[src/rtl/pipeline_hazard_ctrl.sv]
// pipeline_hazard_ctrl
// Stall/flush/freeze sequencer for the 5-stage pipeline with data cache.
// Stall, flush and freeze outputs are combinational with zero latency.
// The cache-wait FSM and the miss watchdog are registered.
// Optional feature macro: HAZARD_PERF_CNT_EN enables the stall, freeze
// and flush performance counters. When it is undefined, those ports are
// tied to 0.
module pipeline_hazard_ctrl #(
  parameter int MAX_WAIT = 255,
  parameter int CNT_W    = 8
) (
  input  logic        clk,
  input  logic        rst,
  input  logic        fwd_en,
  input  logic [4:0]  src1_id,
  input  logic [4:0]  src2_id,
  input  logic        two_src_id,
  input  logic [4:0]  dst_exe,
  input  logic        wb_en_exe,
  input  logic        mem_read_exe,
  input  logic [4:0]  dst_mem,
  input  logic        wb_en_mem,
  input  logic        mem_req,
  input  logic        cache_ready,
  input  logic        branch_taken_exe,
  output logic        hold_pc,
  output logic        hold_ifid,
  output logic        bubble_idex,
  output logic        flush_ifid,
  output logic        freeze_all,
  output logic        mem_timeout,
  output logic [31:0] stall_cycles,
  output logic [31:0] freeze_cycles,
  output logic [15:0] flush_count
);

  typedef enum logic {
    RUN      = 1'b0,
    MEM_WAIT = 1'b1
  } state_t;

  localparam logic [CNT_W-1:0] WAIT_LIMIT = CNT_W'(MAX_WAIT);

  state_t           state;
  state_t           state_next;
  logic [CNT_W-1:0] wait_cnt;
  logic             timeout_q;
  logic             match_exe;
  logic             match_mem;
  logic             hazard;
  logic             freeze_raw;

  // A producer matches when it writes a non-zero register that ID reads.
  assign match_exe = (dst_exe != 5'd0) &&
                     ((dst_exe == src1_id) || (two_src_id && (dst_exe == src2_id)));
  assign match_mem = (dst_mem != 5'd0) &&
                     ((dst_mem == src1_id) || (two_src_id && (dst_mem == src2_id)));

  // With forwarding, only a load in EXE cannot be bypassed in time.
  assign hazard = fwd_en ? (mem_read_exe && wb_en_exe && match_exe)
                         : ((wb_en_exe && match_exe) || (wb_en_mem && match_mem));

  // State register
  // NOTE: state is updated with non-blocking assignments so that every
  // flop samples pre-edge values, whatever the order of the blocks.
  always_ff @(posedge clk or negedge rst) begin
    if (!rst) state <= RUN;
    else      state <= state_next;
  end

  // Next-state logic for the cache-wait FSM
  // NOTE: state_next is given a default first, so no path can leave it
  // unassigned and infer a latch.
  always_comb begin
    state_next = state;
    case (state)
      RUN:      if (mem_req && !cache_ready) state_next = MEM_WAIT;
      MEM_WAIT: if (cache_ready)             state_next = RUN;
      default:  state_next = RUN;
    endcase
  end

  // Output logic: freeze > branch > hazard, and everything is 0 in reset.
  // A reset asserted during MEM_WAIT clears state at once, so the
  // outputs are gated with rst as well.
  always_comb begin
    freeze_raw  = 1'b0;
    hold_pc     = 1'b0;
    hold_ifid   = 1'b0;
    bubble_idex = 1'b0;
    flush_ifid  = 1'b0;
    case (state)
      RUN:      freeze_raw = mem_req && !cache_ready;
      MEM_WAIT: freeze_raw = !cache_ready;
      default:  freeze_raw = 1'b0;
    endcase
    freeze_all = rst && freeze_raw;
    if (rst && !freeze_raw) begin
      if (branch_taken_exe) begin
        flush_ifid  = 1'b1;
        bubble_idex = 1'b1;
      end else if (hazard) begin
        hold_pc     = 1'b1;
        hold_ifid   = 1'b1;
        bubble_idex = 1'b1;
      end
    end
  end

  // The wait counter saturates at MAX_WAIT. The timeout bit is sticky
  // until reset.
  always_ff @(posedge clk or negedge rst) begin
    if (!rst) begin
      wait_cnt  <= '0;
      timeout_q <= 1'b0;
    end else if (state == MEM_WAIT) begin
      if (cache_ready) begin
        wait_cnt <= '0;
      end else if (wait_cnt != WAIT_LIMIT) begin
        wait_cnt <= wait_cnt + 1'b1;
        if (wait_cnt + 1'b1 == WAIT_LIMIT) timeout_q <= 1'b1;
      end
    end
  end

  assign mem_timeout = timeout_q;

`ifdef HAZARD_PERF_CNT_EN
  // Saturating performance counters that sample the live control outputs
  always_ff @(posedge clk or negedge rst) begin
    if (!rst) begin
      stall_cycles  <= '0;
      freeze_cycles <= '0;
      flush_count   <= '0;
    end else begin
      if (hold_pc && (stall_cycles != '1))     stall_cycles  <= stall_cycles + 1'b1;
      if (freeze_all && (freeze_cycles != '1)) freeze_cycles <= freeze_cycles + 1'b1;
      if (flush_ifid && (flush_count != '1))   flush_count   <= flush_count + 1'b1;
    end
  end
`else
  assign stall_cycles  = '0;
  assign freeze_cycles = '0;
  assign flush_count   = '0;
`endif

endmodule

[config.mk]
export PLATFORM = sky130hd
export DESIGN_NAME = pipeline_hazard_ctrl
export DESIGN_NICKNAME = d
export VERILOG_FILES = /design/src/rtl/pipeline_hazard_ctrl.sv
export SDC_FILE = /design/constraint.sdc
export NUM_CORES = 1
export LEC_CHECK = 0
export CORE_MARGIN = 2
export CORE_UTILIZATION = 38
export CTS_CLUSTER_SIZE = 24
export DETAILED_ROUTE_END_ITERATION = 10
export PLACE_DENSITY_LB_ADDON = 0.2
export SLEW_MARGIN = 20
export SYNTH_ARGS = -nofsm -noshare
export SYNTH_HDL_FRONTEND = slang
export SYNTH_SLANG_ARGS = --single-unit
[constraint.sdc]
create_clock -name clk -period 4.8 [get_ports clk]
set_input_delay 0.96 -clock clk [delete_from_list [all_inputs] [get_ports clk]]
set_output_delay 0.96 -clock clk [all_outputs]
set_load 0.02 [all_outputs]
==> results.md, run 1 <==
- The run finished with clean final reports.
- The sequential fraction of the synthesis area is approximately 16%.
- By area, the combinational part of the netlist is dominated by buffers and inverters.
- At the worst endpoint, the arrival time is 3.04 ns.
- For this design the ratio of total power to cell area is 188 mW/mm^2.
- Measured against its own limit, the worst slew margin works out to 63.7%.
- In the final routed layout, each cell accounts on average for around 10 um.
- In the routed design, unresolved DRC markers number 0.
- The mean number of vias per cell is between 4 and 5.
- The clock-pin slew reported for the worst setup and hold paths after clock tree synthesis is 0.05 ns.
- The required time reported for the critical path endpoint is around 3.8 ns.
- The global-route total usage across every layer is between 10% and 20%.
- In the finished design, the share of the clock period the worst path needs comes to approximately 83%.
- Fill cells in the final layout number between 400 and 500.
- Summing the areas of all and, or, nand and nor instances in the mapped netlist gives ~14% of the synthesized area.
- The total clock sinks is 10.
- The number of iterations in the first detailed-routing pass is 4.
- By startpoint and endpoint, the worst setup path is classified as primary input to output pin.
- The floorplan step defined a core boundary enclosing 0.00397 mm^2.
- The leakage power is 0.000756 uW.
- The number of antenna diodes in the final layout is 0.
- The clock tree skew after final layout is about 0.00053 ns.
- The first global-routing pass estimated 4530 um of wire.
- Setup violations remaining at the end of the flow were counted as 0.
- The placed standard-cell area is ~0.0017 mm^2.
- Summing the areas of all fa, ha and maj instances in the mapped netlist gives 1.60% of the synthesized area.
- The highest ir drop seen on vdd is 0.130 mV.
- Once detailed placement completed, the half-perimeter wirelength came to about 2400 um.
- The design draws 322 uW.
- The maximum clock path buffer count is 2.
- The insertion delay of the later-clocked pin in the worst-skew pair is 0.23 ns.
- The quantity of hold-fixing buffers added after cts is 0.
- Cells with a size suffix above 1 make up under 10% of the layout.
- Buffers added to address setup during post-CTS repair amount to 0.
- After Yosys synthesis, XOR and XNOR cells account for 11.8% of the synthesized area.
- Entering global routing, the biggest net connects 12 pins.
- The maximum fanout along the worst path is 3.
- The cell area after layout is 0.00171 mm^2.
- The sum of negative setup slack is 0 ns.
- The average instance area after synthesis is between 7 and 8 um^2.
- For this block, the initial DRC count from the detailed router was 34.
- TritonCTS built the clock tree.
- Wires add up to 2920 um.
- The H-tree depth is 1.
- The starting density of the core is 39.4%.
- The die covers about 0.0046 mm^2.
- The leftover overflow at the end of global routing is 0.
- The worst setup path is launched from a primary input.
- Across the run, the number of max-cap violations was 0.
- The count of nets left with antenna violations once routing finished came out at 0.
- The final max-slew violation count is 0.
- The nature of the critical path endpoint is an output pin.
- In the synthesized netlist, the number of instances is 197.
- The count of buffers added on input and output ports is 35.
- Summing the areas of all compound-gate instances in the mapped netlist gives 15.0% of the synthesized area.
- The detailed router placed 1162 vias in this run.
- The final count of hold timing violations is 0.
- Synthesis inferred 10 register bits.
- The mapped cell area is 0.00156 mm^2.
- After clock tree synthesis, the repair step resized 0 gates.
- The chip width is 68.2 um.
- At the pin with the least slew margin, the transition time is 0.543 ns.
- Counting I/O delays and the setup requirement, the final critical path takes 4.00 ns.
- The number of clock buffers added by TritonCTS is 3.
- Based on the critical path, the design can be clocked at up to 250 MHz.
- The path category of the worst min-delay check is flip-flop to flip-flop.
- The height of the chip is 68.2 um.
- The mux cell area share after synthesis is 0%.
- The number of warnings reported in the yosys synthesis log is 0.
- At the end of routability-driven placement, the weighted congestion stood at 0.831.
- The layout overhead on the synthesized area is 9.28%.
- 116 I/O pins were placed.
- Setup repair after global routing left no endpoint under its margin.
- CTS placed an instance of sky130_fd_sc_hd__clkbuf_8 at the clock tree root.
- The netlist uses 33 different library cells.
- The final net count is 267.
- The via count of the first global-routing pass was between 900 and 1000.
- The standard-cell row count is 23.
- The number of antenna violations at the first check in global routing is 0.
-- power by group --
part           internal [uW]  switching [uW]  total (uW)
clock network           54.9            32.4        87.3
registers               88.8            8.00        96.8
logic                   46.2            91.5         138
total                    190             132         322
-- placed cells by master (no fill, tap or decap), types with 2 or more instances in the layout --
cell type,netlist,final
sky130_fd_sc_hd__o31ai_1,2,2
sky130_fd_sc_hd__clkdlybuf4s50_1,0,35
sky130_fd_sc_hd__nand3_1,3,3
sky130_fd_sc_hd__conb_1,1,80
sky130_fd_sc_hd__o21ai_1,12,12
sky130_fd_sc_hd__inv_1,7,7
sky130_fd_sc_hd__or4_1,3,3
sky130_fd_sc_hd__xnor2_1,21,21
sky130_fd_sc_hd__ha_1,2,2
sky130_fd_sc_hd__nor2_1,11,11
sky130_fd_sc_hd__and2_1,2,2
sky130_fd_sc_hd__dfrtp_1,10,10
sky130_fd_sc_hd__nand3_2,2,2
sky130_fd_sc_hd__nor4b_1,2,2
sky130_fd_sc_hd__clkbuf_8,0,3
sky130_fd_sc_hd__nand2_1,13,13
sky130_fd_sc_hd__a21oi_1,5,5
sky130_fd_sc_hd__o22ai_1,3,3
sky130_fd_sc_hd__nand4_1,2,2
-- worst paths after layout --
path                            cells past startpoint   startpoint  slack, ns     endpoint
worst max-delay path                                7   dst_exe[1]       0.80  bubble_idex
worst min-delay path                                2  mem_timeout       0.46  mem_timeout
worst max register to register                      5  wait_cnt[1]       3.00  wait_cnt[3]
worst min register to register                      2  mem_timeout       0.46  mem_timeout
max in group asynchronous                           2          rst       3.59  wait_cnt[0]
min in group asynchronous                           2          rst       1.07  wait_cnt[6]
-- kinds of logic after synthesis --
group,count (synthesis)
other,1
xor gates and xnor gates,21
and+or+nand+nor,44
buffers and inverters,89
DFF,10
AOI/OAI and AO/OA,30
adders and majority gates,2
-- final cells by class --
| class | count | area [um^2] | area share, % |
|---|---|---|---|
| Timing Repair Buffer | 36 | 358 | 20.9 |
| Inverter | 7 | 26.3 | 1.54 |
| Clock buffer | 3 | 41.3 | 2.42 |
| Sequential cell | 10 | 250 | 14.6 |
| Tap cell | 50 | 62.6 | 3.66 |
| Multi-Input combinational cell | 177 | 971 | 56.8 |
-- metal layers --
layer	global-route usage, %	part of all wire, %	up-vias	wire (um)
li1	-	-	575	-
met1	15.6	41	520	1200
met2	22.3	49	65	1420
met3	3.45	9.7	2	282
met4	1.25	0.45	0	13
met5	0	0	-	0
-- registers in the layout, indices dropped and copies added (netlist names) --
register     count
state            1
wait_cnt         8
mem_timeout      1
-- metrics by stage --
step                      worst slack (ns)  util [%]  hold slack [ns]  instances
after global placement               0.809      42.0            0.459        280
after CTS                            0.795      43.0            0.467        283
after floorplan                       1.67         -            0.497        276
after global routing                 0.659      43.0            0.482        283
after detailed placement             0.798      42.0            0.454        280
final                                0.799      43.0            0.464        283
-- worst max-delay path, stage by stage --
cell,delay (ns)
sky130_fd_sc_hd__clkdlybuf4s50_1,0.47
sky130_fd_sc_hd__or4_1,0.55
sky130_fd_sc_hd__o221ai_1,0.18
sky130_fd_sc_hd__nor2_1,0.07
sky130_fd_sc_hd__a22oi_2,0.19
sky130_fd_sc_hd__o21ai_1,0.09
sky130_fd_sc_hd__clkdlybuf4s50_1,0.54
-- Yosys cell counts --
cell | instances | area share (%)
sky130_fd_sc_hd__o221ai_1 | 1 | 0.56
sky130_fd_sc_hd__nand2_1 | 13 | 3.1
sky130_fd_sc_hd__or4_1 | 3 | 1.4
sky130_fd_sc_hd__ha_1 | 2 | 1.6
sky130_fd_sc_hd__dfrtp_1 | 10 | 16
sky130_fd_sc_hd__o21ai_1 | 12 | 3.8
sky130_fd_sc_hd__and2_1 | 2 | 0.80
sky130_fd_sc_hd__buf_4 | 81 | 39
sky130_fd_sc_hd__nor4_1 | 1 | 0.40
sky130_fd_sc_hd__a21oi_1 | 5 | 1.6
sky130_fd_sc_hd__o22ai_1 | 3 | 1.2
sky130_fd_sc_hd__nand3_2 | 2 | 1.3
sky130_fd_sc_hd__o31ai_4 | 1 | 1.4
sky130_fd_sc_hd__nor3_1 | 1 | 0.32
sky130_fd_sc_hd__a41oi_1 | 1 | 0.56
sky130_fd_sc_hd__and3_1 | 1 | 0.40
sky130_fd_sc_hd__conb_1 | 1 | 0.24
sky130_fd_sc_hd__buf_2 | 1 | 0.32
sky130_fd_sc_hd__o41ai_4 | 1 | 1.8
sky130_fd_sc_hd__nand2b_1 | 1 | 0.40
sky130_fd_sc_hd__inv_1 | 7 | 1.7
sky130_fd_sc_hd__o31ai_1 | 2 | 0.96
sky130_fd_sc_hd__nand2_2 | 1 | 0.40
sky130_fd_sc_hd__nand3_1 | 3 | 0.96
sky130_fd_sc_hd__o41ai_2 | 1 | 1.0
sky130_fd_sc_hd__xnor2_1 | 21 | 12
sky130_fd_sc_hd__nor2_1 | 11 | 2.6
sky130_fd_sc_hd__nor4b_1 | 2 | 1.1
sky130_fd_sc_hd__a22oi_2 | 1 | 0.80
sky130_fd_sc_hd__nand4_1 | 2 | 0.80
sky130_fd_sc_hd__o41ai_1 | 1 | 0.56
sky130_fd_sc_hd__o31ai_2 | 1 | 0.80
sky130_fd_sc_hd__nor2b_1 | 1 | 0.40
Note: power is estimated with default switching activity, not from simulation.
==> inputs of run 2 (changes only) <==
--- a/config.mk
+++ b/config.mk
@@ -6,7 +6,7 @@
 export NUM_CORES = 1
 export LEC_CHECK = 0
 export CORE_MARGIN = 2
-export CORE_UTILIZATION = 38
+export CORE_UTILIZATION = 31
 export CTS_CLUSTER_SIZE = 24
 export DETAILED_ROUTE_END_ITERATION = 10
 export PLACE_DENSITY_LB_ADDON = 0.2
==> constraint.sdc (replaced) <==
create_clock -name clk -period 3.3 [get_ports clk]
set_input_delay 0.66 -clock clk [delete_from_list [all_inputs] [get_ports clk]]
set_output_delay 0.66 -clock clk [all_outputs]
set_load 0.02 [all_outputs]
==> run 2 against run 1 <==
Combinational power rose by 51%. Highest routed layer unchanged. Utilization down 5.5 points. Clock skew is 0.0042 ns higher. Largest power group unchanged. Hold slack got worse by 0.0094 ns. Clock power rose by 47%. Global-route usage shrank 1.8 points. First-iteration DRC count fell by 47%. Routed wire length is 4.4% higher.
==> results.md, run 2 (synthesis gave the netlist of run 1 again) <==
- The run finished with clean final reports.
- The tightest slew margin relative to the limit is 65.6% (+1.9 points).
- The time the worst path needs with I/O delays and setup is roughly 3.1 ns.
- The placed standard-cell area is 0.00176 mm^2 (+5.3%).
- The maximum clock path buffer count is 2 (unchanged).
- The clock tree from TritonCTS is yes.
- The required time reported for the critical path endpoint was 2.64 ns (-1.20 ns).
- The clock tree skew after final layout was 0.00471 ns (+0.00418 ns).
- The tightest min-delay check is of the flip-flop to flip-flop type.
- The highest ir drop seen on vdd is 0.219 mV (+68%).
- The number of antenna violations at the first check in global routing is 0 (unchanged).
- The standard-cell row count came to 25 (+8.7%).
- The worst setup slack for register-to-register paths is 1.53 ns (-1.47 ns).
- The number of iterations in the first detailed-routing pass is 4 (unchanged).
- The wire length per cell was 9.85 um (-4.4%).
- The final max-slew violation count was 0 (unchanged).
- Relative to the synthesized area, the layout overhead comes to 14.7%.
- The post-route antenna net violation count was 0 (unchanged).
- The global-route total usage across every layer is 10.7% (-1.8 points).
- The number of failing setup endpoints in the final timing report is 0 (unchanged).
- The end point of the most critical hold path is mem_timeout.
- The number of stages on the worst hold path came to 2 (unchanged).
- The number of buffers added by the clock tree synthesis step was 3 (unchanged).
- The worst hold path begins at mem_timeout.
- The total of max-cap violations is 0 (unchanged).
- The clock-pin slew reported for the worst setup and hold paths after clock tree synthesis is 0.04 ns (about the same).
- The count of buffers from port buffering is 35 (unchanged).
- The total number of vias is 1186 (+2.1%).
- The top achievable clock speed is 321 MHz.
- The half-perimeter wire length of the detailed placement result is 2610 um (+7.1%).
- The placeable core area is 0.00479 mm^2 (+21%).
- The routability congestion estimate from global placement is 0.736 (-11%).
- The register with the most flip-flops in the final layout is wait_cnt.
- The chip width is 75.0 um (+10%).
- The logic depth of the worst register-to-register path was 5 (unchanged).
- The share of final-layout standard cells stronger than drive strength 1 is 8.68% (+3.5 points).
- The starting density of the core was 32.7% (-6.7 points).
- The via count of the first global-routing pass came to 1014 (+9.9%).
- Leaving out fill and tap cells, the most frequent cells in the layout are sky130_fd_sc_hd__conb_1 (80), sky130_fd_sc_hd__clkdlybuf4s50_1 (32), sky130_fd_sc_hd__xnor2_1 (21).
- The worst register-to-register path ends at wait_cnt[3].
- The power per unit of standard cell area is 265 mW/mm^2 (+41%).
- The element type at the critical path start is a primary input.
- The worst setup path is of the primary input to output pin kind.
- The iteration-0 DRC count of the detailed router is 18 (-47%).
- The first-pass GRT wire length is 4570 um (+0.91%).
- The floorplan die area is 0.00563 mm^2 (+21%).
- The leakage power was 0.000812 uW (+7.5%).
- Setup repair after global routing left no endpoint under its margin.
- The total DRC errors in the routed layout is 0 (unchanged).
- The leftover overflow at the end of global routing is 0 (unchanged).
- The final count of hold timing violations is 0 (unchanged).
- The maximum fanout along the worst path is 2 (-1).
- The flip-flop count of the largest register, all copies and words added came to 8 (unchanged).
- The H-tree depth is 1 (unchanged).
- The final net count came to 276 (+3.4%).
- The transition time at the pin with the least slew margin is 0.514 ns (-0.0283 ns).
- The clock tree root buffer cell is sky130_fd_sc_hd__clkbuf_8.
- The final cell count without fillers is 309 (+9.2%).
- The worst reg2reg path startpoint is wait_cnt[0].
- The most common cell after layout, fill and taps aside is sky130_fd_sc_hd__conb_1.
- The mean number of vias per cell was 3.84 (-6.5%).
- The maximum number of pins on one net before global-route repair was 12 (unchanged).
- The detailed-route wire length is 3050 um (+4.4%).
- The data arrival time of the critical path came to 2.46 ns (-0.58 ns).
- The antenna cell count is 0 (unchanged).
- The top-level port count is 116 (unchanged).
- The insertion delay of the later-clocked pin in the worst-skew pair is 0.24 ns (about the same).
- The worst setup path is captured at an output pin.
- The post-route fraction of the period consumed by the critical path is 94.5%.
- The count of fill cells added during filler insertion was 515 (+25%).
- The cell area after layout is 0.00179 mm^2 (+5.0%).
- The count of placed standard cells including taps is 306 (+9.3%).
- The total clock sinks was 10 (unchanged).
- The height of the chip was 75.0 um (+10%).
run 2: repair_timing:
| item | 4_1_cts | 5_1_grt |
|---|---|---|
| endpoints found under the setup margin | 3 | 0 |
| hold buffers | 0 | 0 |
| resized for setup | 3 | 0 |
| endpoints found under the hold margin | 0 | 0 |
| buffers inserted | 0 | 0 |
run 2: through the flow:
stage | total power [uW] | TNS, ns | worst slack, ns | util, % | hold slack [ns]
2_1_floorplan | 350 | 0 | 0.772 | - | 0.364
3_5_place_dp | 349 | -0.180 | -0.0752 | 36.7 | 0.449
5_1_grt | 513 | 0 | 0.0761 | 37.5 | 0.492
3_3_place_gp | 350 | -0.117 | -0.0526 | 36.7 | 0.447
4_1_cts | 482 | 0 | 0.147 | 37.5 | 0.461
6_report | 476 | 0 | 0.181 | 37.5 | 0.454
run 2: worst max-delay path by stage:
stage / start / end / slack, ns / depth (start not counted)
6_report: dst_exe[1] / bubble_idex / 0.18 / 7
5_1_grt: dst_exe[1] / bubble_idex / 0.08 / 7
4_1_cts: dst_exe[1] / bubble_idex / 0.15 / 7
3_5_place_dp: dst_exe[1] / bubble_idex / -0.08 / 7
3_3_place_gp: dst_exe[1] / bubble_idex / -0.05 / 7
2_1_floorplan: dst_exe[1] / hold_pc / 0.77 / 6
run 2: final cells by class:
type                       instances  area, um^2  share of cell area (%)
tap                               67        83.8                    4.67
timing repair buffer              45         422                    23.5
inverter                           7        26.3                    1.46
sequential                        10         250                    13.9
multi-input combinational        177         971                    54.1
clock buffer                       3        41.3                    2.30
run 2: layer usage:
layer | vias to the layer above | global-route usage [%] | wire [um]
met5 | - | 0 | 0
met4 | 0 | 3.17 | 44
met3 | 4 | 2.95 | 268
met2 | 65 | 18.9 | 1560
met1 | 528 | 12.7 | 1170
li1 | 589 | - | -
run 2: power breakdown:
group,switching [uW],internal (uW)
clock,48.1,79.9
sequential,10.9,129
combinational,134,73.6
run 2: critical path, stage by stage:
cell,delay (ns)
sky130_fd_sc_hd__clkdlybuf4s50_1,0.42
sky130_fd_sc_hd__or4_1,0.52
sky130_fd_sc_hd__o221ai_1,0.21
sky130_fd_sc_hd__nor2_1,0.08
sky130_fd_sc_hd__a22oi_2,0.17
sky130_fd_sc_hd__o21ai_1,0.08
sky130_fd_sc_hd__dlygate4sd2_1,0.32
==> inputs of run 3 (changes only) <==
--- a/config.mk
+++ b/config.mk
@@ -9,8 +9,9 @@
 export CORE_UTILIZATION = 31
 export CTS_CLUSTER_SIZE = 24
 export DETAILED_ROUTE_END_ITERATION = 10
+export GPL_TIMING_DRIVEN = 0
 export PLACE_DENSITY_LB_ADDON = 0.2
-export SLEW_MARGIN = 20
+export SLEW_MARGIN = 40
 export SYNTH_ARGS = -nofsm -noshare
 export SYNTH_HDL_FRONTEND = slang
 export SYNTH_SLANG_ARGS = --single-unit
==> run 3 against run 2 <==
Sequential share of layout area decreased by 3.3 points. Clock skew decreased by 0.0020 ns. Non-clock buffer count increased by 72. Cell area increased by 30%. Die area unchanged. Maximum frequency decreased by 2.0%. Setup slack got worse by 0.063 ns. Final cell count increased by 23%. Global-route usage increased by 0.44 points. Critical endpoint is now hold_pc. Largest power group unchanged. Highest routed layer unchanged.
==> results.md, run 3 (synthesis gave the netlist of run 1 again) <==
- The final count of hold timing violations is 0 (unchanged).
- The min-delay analysis places its worst path in the category primary input to async pin.
- The via count of the first global-routing pass was 1125 (+11%).
- The antenna cell count was 0 (unchanged).
- The clock tree root buffer cell is sky130_fd_sc_hd__clkbuf_8.
- The insertion delay of the later-clocked pin in the worst-skew pair is 0.24 ns (about the same).
- The sum of negative setup slack is 0 ns (unchanged).
- The total of max-cap violations is 0 (unchanged).
- The sequential cell area is 250 um^2 (unchanged).
- The number of setup buffers added after CTS is 0 (unchanged).
- The number of failing setup endpoints in the final timing report was 0 (unchanged).
- The placed standard-cell area is 0.00229 mm^2 (+31%).
- The clock tree skew after final layout is 0.00276 ns (-0.00195 ns).
- The flow ran to the end, and the final reports show no timing, DRC or antenna violations.
- The clock-pin slew reported for the worst setup and hold paths after clock tree synthesis is 0.05 ns (about the same).
- Setup repair after global routing left no endpoint under its margin.
- The count of fill cells added during filler insertion was 483 (-6.2%).
- The final max-slew violation count is 0 (unchanged).
- The cell area after layout is 0.00234 mm^2 (+30%).
- The total clock sinks is 10 (unchanged).
- The worst setup slack for register-to-register paths came to 1.53 ns (about the same).
- The nature of the critical path endpoint is an output pin.
- The highest ir drop seen on vdd is 0.151 mV (-31%).
- The wire length per cell is 8.23 um (-16%).
- The first-pass GRT wire length is 4880 um (+6.8%).
- The flip-flop count of the largest register, all copies and words added is 8 (unchanged).
- The required time reported for the critical path endpoint came to 2.64 ns (about the same).
- The data arrival time of the critical path was 2.52 ns (+0.06 ns).
- The total number of vias was 1334 (+12%).
- The switching share of power is 37.3% (-3.3 points).
- The critical path is of the primary input to output pin type.
- The count of buffers from port buffering was 35 (unchanged).
- The top achievable clock speed was 314 MHz (-2.0%).
- The detailed-route wire length came to 3140 um (+3.0%).
- Leaving out fill and tap cells, the most frequent cell in the layout is sky130_fd_sc_hd__buf_4.
- The maximum clock path buffer count was 2 (unchanged).
- The chip width is 75.0 um (unchanged).
- The maximum number of pins on one net before global-route repair is 13 (+1).
- The maximum fanout along the worst path is 3 (+1).
- The layout overhead on the synthesized area is 49.7%.
- The total internal power is 337 uW (+19%).
- The total DRC errors in the routed layout is 0 (unchanged).
- The final cell count without fillers is 381 (+23%).
- The top-level port count is 116 (unchanged).
- The leakage power is 0.00123 uW (+52%).
- The number of buffers added by the clock tree synthesis step is 3 (unchanged).
- The routability congestion estimate from global placement is 0.760 (+3.2%).
- The half-perimeter wire length of the detailed placement result came to 2820 um (+7.7%).
- The final net count is 348 (+26%).
- The count of placed standard cells including taps is 378 (+24%).
- The power dissipated by switching net loads is 201 uW (+3.8%).
- The number of antenna violations at the first check in global routing is 0 (unchanged).
- The H-tree depth is 1 (unchanged).
- The iteration-0 DRC count of the detailed router is 30 (+12).
- Leaving out fill and tap cells, the most frequent cells in the layout are sky130_fd_sc_hd__buf_4 (81), sky130_fd_sc_hd__conb_1 (80), sky130_fd_sc_hd__clkdlybuf4s50_1 (28).
- The mean number of vias per cell is 3.50 (-8.8%).
- The power per unit of standard cell area is 230 mW/mm^2 (-13%).
- The combinational cell fraction of total power is 51.0% (+7.3 points).
- The share of final-layout standard cells stronger than drive strength 1 came to 30.6% (+22 points).
- The height of the chip is 75.0 um (unchanged).
- The area of combinational cells with multiple inputs is 981 um^2 (+1.0%).
- The leftover overflow at the end of global routing is 0 (unchanged).
- The floorplan die area came to 0.00563 mm^2 (unchanged).
- The post-route fraction of the period consumed by the critical path is 96.4% (+1.9 points).
- The time the worst path needs with I/O delays and setup is 3.18 ns (+0.0628 ns).
- The standard-cell row count is 25 (unchanged).
- wait_cnt holds more flip-flops than any other register.
- The post-route antenna net violation count is 0 (unchanged).
- The starting density of the core is 32.7% (unchanged).
- The fraction of power consumed by sequential logic is 25.6% (-3.8 points).
- The placeable core area was 0.00479 mm^2 (unchanged).
- The power share of the clock group is 23.4% (-3.5 points).
- The global-route total usage across every layer was 11.2% (+0.44 points).
- The clock tree from TritonCTS is yes.
- STA classifies the critical path startpoint as a primary input.
- The number of iterations in the first detailed-routing pass was 4 (unchanged).
-- run 3: per-stage QoR --
stage / setup slack (ns) / util, % / power [uW] / hold slack [ns]
final: 0.118 / 48.9 / 538 / 0.293
after global routing: 0.0250 / 48.9 / 576 / 0.321
after CTS: 0.0188 / 48.9 / 541 / 0.468
after detailed placement: -0.458 / 47.9 / 412 / 0.457
after global placement: -0.418 / 47.9 / 410 / 0.450
after floorplan: 0.772 / - / 350 / 0.364
-- run 3: layout make-up --
cell class                      instances  area share, %
Timing Repair Buffer                   35           14.8
Multi-Input combinational cell        177           41.9
Clock buffer                            3           1.76
Sequential cell                        10           10.7
Inverter                                7           1.12
Buffer                                 82           26.2
Tap cell                               67           3.58
-- run 3: worst paths after layout --
check / to / cells after the start / start
max: hold_pc / 8 / dst_exe[4]
min: wait_cnt[6] / 1 / rst
max reg2reg: wait_cnt[3] / 6 / wait_cnt[0]
min reg2reg: mem_timeout / 2 / mem_timeout
max in group asynchronous: wait_cnt[2] / 1 / rst
min in group clk: mem_timeout / 2 / mem_timeout
-- run 3: power by group through the flow --
| stage | registers (uW) | clock network [uW] | logic [uW] |
|---|---|---|---|
| after floorplan | 138 | 0 | 212 |
| after global placement | 140 | 0 | 271 |
| after detailed placement | 140 | 0 | 272 |
| after CTS | 138 | 131 | 272 |
| after global routing | 139 | 138 | 299 |
| final | 138 | 126 | 274 |
-- run 3: repair_timing --
action | CTS | global route
pin swaps | 0 | 0
setup endpoints to repair | 3 | 1
hold endpoints to repair | 0 | 0
hold buffers | 0 | 0
resized for setup | 7 | 4
-- run 3: worst max-delay path, stage by stage --
cell	delay [ns]
sky130_fd_sc_hd__clkdlybuf4s50_1	0.48
sky130_fd_sc_hd__or4_4	0.44
sky130_fd_sc_hd__o221ai_2	0.19
sky130_fd_sc_hd__nor2_1	0.08
sky130_fd_sc_hd__a22oi_2	0.18
sky130_fd_sc_hd__nor2_1	0.07
sky130_fd_sc_hd__buf_4	0.12
sky130_fd_sc_hd__dlygate4sd2_1	0.31
-- run 3: per-layer routing --
metal,part of all wire (%),up-vias,track usage (%)
li1,-,735,-
met1,40,534,12.9
met2,51,62,20.5
met3,9.3,3,3.48
met4,0.32,0,1.98
met5,0,-,0
